==> src/rtl/uart_rx.sv <==
// 8N1 UART receiver with a one-byte holding register and sticky overrun/framing flags.
// The line is sampled at mid-bit, counted from a synchronized start-bit falling edge.
module uart_rx #(
  parameter int CLKS_PER_BIT = 434,
  parameter int STOP_CHECK   = 1
) (
  input  logic       clk,
  input  logic       reset,
  input  logic       rxd,
  input  logic       ard_ack,
  output logic [7:0] ard_data,
  output logic       ard_valid,
  output logic       ard_busy,
  output logic       ard_overrun,
  output logic       ard_frame_err
);

  typedef enum logic [1:0] {
    IDLE  = 2'd0,
    START = 2'd1,
    DATA  = 2'd2,
    STOP  = 2'd3
  } state_t;

  localparam logic [15:0] HALF_BIT = 16'(CLKS_PER_BIT / 2 - 1);
  localparam logic [15:0] FULL_BIT = 16'(CLKS_PER_BIT - 1);

  state_t      r_state;
  logic [15:0] r_timer;
  logic [2:0]  r_idx;
  logic [7:0]  r_shift;
  logic        r_sync1;
  logic        r_sync2;
  logic        r_armed;

  logic        w_rxs;
  logic        w_expired;
  logic        w_deliver;
  logic        w_stop_bad;

  assign w_rxs      = r_sync2;
  assign w_expired  = (r_timer == 16'd0);
  assign w_deliver  = (r_state == STOP) && w_expired;
  assign w_stop_bad = (STOP_CHECK != 0) && !w_rxs;
  assign ard_busy   = (r_state != IDLE);

  // Two-flop synchronizer, preset high so reset never fakes a start edge
  always_ff @(posedge clk or posedge reset) begin
    if (reset) begin
      r_sync1 <= 1'b1;
      r_sync2 <= 1'b1;
    end else begin
      r_sync1 <= rxd;
      r_sync2 <= r_sync1;
    end
  end

  // Receive FSM together with the host-facing holding register and flags
  always_ff @(posedge clk or posedge reset) begin
    if (reset) begin
      r_state       <= IDLE;
      r_timer       <= 16'd0;
      r_idx         <= 3'd0;
      r_shift       <= 8'h00;
      r_armed       <= 1'b1;
      ard_data      <= 8'h00;
      ard_valid     <= 1'b0;
      ard_overrun   <= 1'b0;
      ard_frame_err <= 1'b0;
    end else begin
      case (r_state)
        IDLE: begin
          // After a low stop bit the line must return high before re-arming
          if (!r_armed) begin
            if (w_rxs) r_armed <= 1'b1;
          end else if (!w_rxs) begin
            r_state <= START;
            r_timer <= HALF_BIT;
          end
        end
        START: begin
          if (w_expired) begin
            if (w_rxs) begin
              r_state <= IDLE;
            end else begin
              r_state <= DATA;
              r_timer <= FULL_BIT;
              r_idx   <= 3'd0;
            end
          end else begin
            r_timer <= r_timer - 16'd1;
          end
        end
        DATA: begin
          if (w_expired) begin
            r_shift <= {w_rxs, r_shift[7:1]};
            r_idx   <= r_idx + 3'd1;
            r_timer <= FULL_BIT;
            if (r_idx == 3'd7) r_state <= STOP;
          end else begin
            r_timer <= r_timer - 16'd1;
          end
        end
        STOP: begin
          if (w_expired) begin
            r_state  <= IDLE;
            ard_data <= r_shift;
            if (w_stop_bad) begin
              ard_frame_err <= 1'b1;
              r_armed       <= 1'b0;
            end
          end else begin
            r_timer <= r_timer - 16'd1;
          end
        end
        default: r_state <= IDLE;
      endcase

      // A delivery coinciding with an ack is a clean handover, not an overrun
      if (w_deliver) begin
        ard_valid <= 1'b1;
        if (ard_valid && !ard_ack) ard_overrun <= 1'b1;
      end else if (ard_ack) begin
        ard_valid <= 1'b0;
      end
    end
  end

endmodule
==> config.mk <==
export PLATFORM = sky130hd
export DESIGN_NAME = uart_rx
export DESIGN_NICKNAME = d
export VERILOG_FILES = /design/src/rtl/uart_rx.sv
export SDC_FILE = /design/constraint.sdc
export NUM_CORES = 1
export LEC_CHECK = 0
export ABC_AREA = 1
export BUFFER_PORTS_ARGS = -buffer_cell sky130_fd_sc_hd__buf_2
export CAP_MARGIN = 30
export CORE_MARGIN = 2
export CORE_UTILIZATION = 55
export DETAILED_ROUTE_END_ITERATION = 12
export PLACE_DENSITY = 0.73
export SLEW_MARGIN = 5
export SYNTH_ARGS = -nofsm -noshare
export SYNTH_HDL_FRONTEND = slang
export SYNTH_SLANG_ARGS = --single-unit
export TNS_END_PERCENT = 10
==> constraint.sdc <==
create_clock -name clk -period 2.5 [get_ports clk]
set_clock_uncertainty 0.2 [all_clocks]
set_input_delay 0 -clock clk [delete_from_list [all_inputs] [get_ports clk]]
set_output_delay 0 -clock clk [all_outputs]
set_load 0.01 [all_outputs]
# [After elaboration in Yosys (flattened, before gate mapping)]
# Index checks and enable logic that the tools add are counted.
[word_totals] elab_cells=71 romBits=0 register_bits=43 input_bits=4 ramBits=0 output_inout_bits=12 latchBits=0 n_memories=0
[op_classes] eq_ne=14 mux=26 n_lt_le_gt_ge=0 shift=0 addsub=2 mul=0 bitwise_logic=1 div_mod_pow=0 reduce_logical=17
[op_table] cell="two-way mux 16 bit" n=6
[op_table] cell="case mux 16 bit (4 select lines)" n=1
[op_table] cell="!= test 2 bit, second input constant" n=9
[op_table] cell="zero test 16 bit" n=1
[op_table] cell="subtractor 16 x 1 -> 16 bit, second input constant" n=1
[op_table] cell="two-way mux 2 bit" n=7
[op_table] cell="two-way mux 3 bit" n=3
[op_table] cell="case mux 2 bit (4 select lines)" n=1
[op_table] cell="AND reduction 4 bit" n=2
[op_table] cell="nonzero test 2 bit" n=4
[op_table] cell="two-way mux 1 bit" n=6
[op_table] cell="case mux 3 bit (2 select lines)" n=1
[op_table] cell="AND reduction 2 bit" n=3
[op_table] cell="AND reduction 3 bit" n=2
[op_table] cell="AND reduction 6 bit" n=1
[op_table] cell="== test 2 bit, second input constant" n=2
[op_table] cell="adder 3 x 1 -> 3 bit, second input constant" n=1
[op_table] cell="== test 3 bit, second input constant" n=1
[op_table] cell="!= test 3 bit, second input constant" n=1
[op_table] cell="== test 2 x 1 -> 1 bit, second input constant" n=1
[op_table] cell="logical AND 1 bit" n=2
[op_table] cell="zero test 2 bit" n=1
[op_table] cell="case mux 1 bit (2 select lines)" n=1
[op_table] cell="zero test 1 bit" n=1
[op_table] cell="inverter 1 bit" n=1

# [Longest topological paths before layout]
[depth] depth_word=4 mapped_depth=11 ltp_nobuf=11

# [Worst setup path before layout]
# Ideal clock, no wire load.
[synth_path] path_type="register to register" startpoint="register r_timer[0]" endpoint="register r_timer[4]" required_ps=2180 t_arrival_ps=1442 path_buffers=1 synth_period_minus_slack_ps=1763 slack_ps=737 stages_incl_launch_ff=11 setup_time_ps=120 path_cell_list="dfrtp_1 > inv_1 > ha_1 > nand3_1 > nor2_4 > nand3_2 > nand2_1 > nor2_2 > buf_6 > o21ai_1 > nand2_1"
[synth_via] elab_chain_len=3 elab_cells_between_ends=9 cone_classes="add/sub (1); eq/ne (2); mux (4); reduce/logical (2)"
[synth_rtl] item="start, declared" line_no="29" rtl="logic [15:0] r_timer;"
[synth_rtl] item="start signal, assigned" line_no="91" rtl="r_timer <= r_timer - 16'd1;"
[synth_rtl] item="start signal, assigned" line_no="101" rtl="r_timer <= r_timer - 16'd1;"
[synth_rtl] item="start signal, assigned" line_no="113" rtl="r_timer <= r_timer - 16'd1;"
[synth_rtl] item="subtractor 16 x 1 -> 16 bit / zero test 16 bit (equally long branches)"
[synth_rtl] item="two-way mux 16 bit, or another cell as far along" line_no="105" rtl="if (w_expired) begin"
[synth_rtl] item="case mux 16 bit (4 select lines) / AND reduction 4 bit (equally long branches)"
# Parallel ways exist; a longest one is shown, timed or not. The select of a mux whose other input is x is not followed.
# A chain may end at the register's enable or synchronous reset.

# [Worst setup path in the final report]
[layout_path] startpoint="register r_state[0]" endpoint="register r_timer[12]"
[layout_via] elab_chain_len=3 elab_cells_between_ends=10 cone_classes="eq/ne (7); mux (1); reduce/logical (2)"
[layout_rtl] item="start, declared" line_no="28" rtl="state_t r_state;"
[layout_rtl] item="start signal, assigned" line_no="61" rtl="r_state <= IDLE;"
[layout_rtl] item="start signal, assigned" line_no="77" rtl="r_state <= START;"
[layout_rtl] item="start signal, assigned" line_no="84" rtl="r_state <= IDLE;"
[layout_rtl] item="== test 2 x 1 -> 1 bit, or another cell as far along" line_no="71" rtl="case (r_state)"
[layout_rtl] item="!= test 3 bit (no source line) / != test 2 bit (equally long branches)"
[layout_rtl] item="AND reduction 4 bit (no source line)"
# Parallel ways exist; a longest one is shown, timed or not.

==> results_dict.tcl <==
set metrics [dict create \
    outcome "completed" \
    p_int_uw 1410 \
    vias 1931 \
    cp_common_cell "inv_1" \
    worstSetupPathType "reg2reg" \
    final_cell_area_um2 2650 \
    drive_gt1_share_pct 14.6 \
    relSlewSlack_pct 64.4 \
    syn_area_per_cell_um2 7.94 \
    cp_max_fo 13 \
    layout-area-overhead-vs-synth_pct 9.90 \
    tightest_slew_ps 534 \
    ios 16 \
    grt_antenna_before_repair 0 \
    setup_viol 0 \
    critPathLaunchType "flop" \
    gp_congestion 0.800 \
    place_inst 369 \
    hold_viol_final 0 \
    grt_use_total_pct 21.2 \
    cts.sinks 43 \
    start_util_pct 56.2 \
    crit_path_cell_trace "inv_1 > ha_1 > inv_1 > a21oi_1 > inv_1 > nand2_1 > nor2_2 > nand3_1 > nand2_1" \
    cts_max_level 2 \
    mappedNetlistArea_um2 2410 \
    drc 0 \
    core_area_um2 4290 \
    cts.clk_slew.worst_paths_ps 90 \
    multi_input_area_um2 1130 \
    path_delay_family "simple AND/OR/NAND/NOR gates" \
    crit_path_top_delay_cell "dfrtp_1" \
    path_depth 9 \
    rr_worst_depth 9 \
    cts.repair.resized 0 \
    fillers 377 \
    synthArstFlopShare_pct 100 \
    clkLatencyLatePin_ps 300 \
    first_global_vias 1844 \
    critical_path_arrival_ps 2100 \
    end_kind "flop" \
    rsz0062_at_grt "false" \
    timing.fmax_mhz 484 \
    pwr-share-seq_pct 36.0 \
    drtIter0Drc 132 \
    yosys_warnings 0 \
    cts_buffers 5 \
    drv_cap 0 \
    synthDominantCellAreaShare_pct 41.5 \
    layout.nets 340 \
    mappedNetlistNets 317 \
    hold_class "in2async" \
    p_sw_share_pct 45.4 \
    ir_worst_vdd_mv 0.491 \
    yosys-top-cells-area "dfrtp_1, nand2_1, inv_1" \
    slew_violations 0 \
    synth-seq-cells 43 \
    p_clk_share_pct 17.6 \
    synth_cell_types 29 \
    grt_max_degree 32 \
    cts_tree "done" \
    endpoint "r_timer[12]" \
    finalWirelength_um 4720 \
    worstPathRequired_ps 2540 \
    viasPerCell 5.08 \
    crit_start "r_state[0]" \
    stdcell_count 380 \
    power_frac_comb_pct 46.4 \
    synth_cells 304 \
    port_buffers 15 \
    slowest_delay_ps 450 \
    p_per_area_nw_per_um2 975 \
    dpl.hpwl_um 3440 \
    synth-edff-count 0 \
    r2r_slack_ps 440 \
    crit_buf_inv 3 \
    synth_top_area_cell "dfrtp_1" \
    p_switching_uw 1170 \
    antennaDiodeCount 0 \
    clockBufferDepth 2 \
    min_period_ps 2060 \
    r2r-start "r_state[0]" \
    tns_ps 0 \
    period_share_pct 82.6 \
    placed_cell_area_um2 2530 \
    p_leak_uw 0.00143 \
    dr.pass1.iters 4 \
    seq_area_frac_synth_pct 44.7 \
    grt_pass1_wl_um 8310 \
    die_h_um 70.2 \
    fin_hold_ws_ps 2.40 \
    die_area_um2 4930 \
    postRouteAntennaNets 0 \
    die_x_um 70.2 \
    rows 24 \
    root_buffer "clkbuf_8" \
    r2r_end "r_timer[12]" \
    wl_per_cell_um 12.4 \
    ff_latch_area_um2 1080 \
    overflow 0 \
    synth_ff_type "dfrtp_1" \
]
## Yosys cell counts, drive strengths merged (3+ instances only)
master,n
xor2,8
nand2,103
nand4,3
dfrtp,40
inv,43
nand3,26
buf,4
nor2,29
o21ai,25
ha,9
a21oi,5
dfstp,3
## metal layers
layer  routed length [um]  vias to the layer above  track usage (%)
li1                     -                      991                -
met1                 2300                      895             28.8
met4                   91                        0             7.91
met3                  150                        9             4.76
met2                 2170                       36             33.3
met5                    0                        -                0
## power by group through the flow
stage / sequential, uW / combinational [uW] / clock (uW)
after CTS: 931 / 1200 / 467
after floorplan: 917 / 984 / 0
final: 932 / 1200 / 455
after detailed placement: 944 / 1190 / 0
after global routing: 949 / 1370 / 491
after global placement: 941 / 1170 / 0
## cell usage in the layout, fill, tap and decap left out, types with 4 or more instances in the layout
cell type  instances
buf_2             15
clkbuf_8           5
dfrtp_1           40
ha_1               9
inv_1             41
nand2_1           99
nand3_1           23
nor2_1            20
nor2_2             4
o21ai_0           21
o21ai_1            4
xor2_1             8
## tightest hold or removal path, delay by kind of cell
family	cells	cell delay, ps
buf+inv	3	930
## worst min-delay path by stage
stage | start | slack [ps] | depth (start not counted) | end
after floorplan | rxd | -200 | 0 | r_sync1
after global placement | reset | -210 | 2 | r_timer[13]
after detailed placement | reset | -210 | 2 | r_timer[13]
after CTS | reset | 8 | 3 | r_timer[7]
after global routing | reset | 20 | 3 | r_timer[7]
final | reset | 2 | 3 | r_timer[4]
## cell type report
type | instances | area share [%]
Clock buffer | 5 | 2.59
Clock inverter | 3 | 0.896
Inverter | 43 | 6.08
Multi-Input combinational cell | 214 | 42.7
Sequential cell | 43 | 40.7
Tap cell | 52 | 2.45
Timing Repair Buffer | 20 | 4.53
## per-stage QoR
stage                     setup WS, ps  power [uW]  utilization (%)
after floorplan                    737        1900                -
after global placement             536        2110             58.9
after detailed placement           472        2130             58.9
after CTS                          428        2600             61.8
after global routing               288        2810             61.8
final                              435        2590             61.8
## state kept, by name, indices dropped and copies added, names as in the netlist, 3 cells and up, named ones only
signal and cells:
r_timer 16, r_idx 3, ard_data 8, r_shift 8
## kinds of logic after synthesis
logic type,Yosys count,synth area share [%]
and+or+nand+nor,163,31.3
buffers and inverters,47,8.29
DFF,43,44.7
AOI/OAI and AO/OA,34,8.09
adders and majority gates,9,4.67
xor gates and xnor gates,8,2.90
## what timing repair did
action                                 CTS  global route
hold buffers                             3             0
setup endpoints to repair                0             0
setup buffers                            0             0
endpoints found under the hold margin   43             0
No activity file was read; power rests on OpenSTA's default activity.
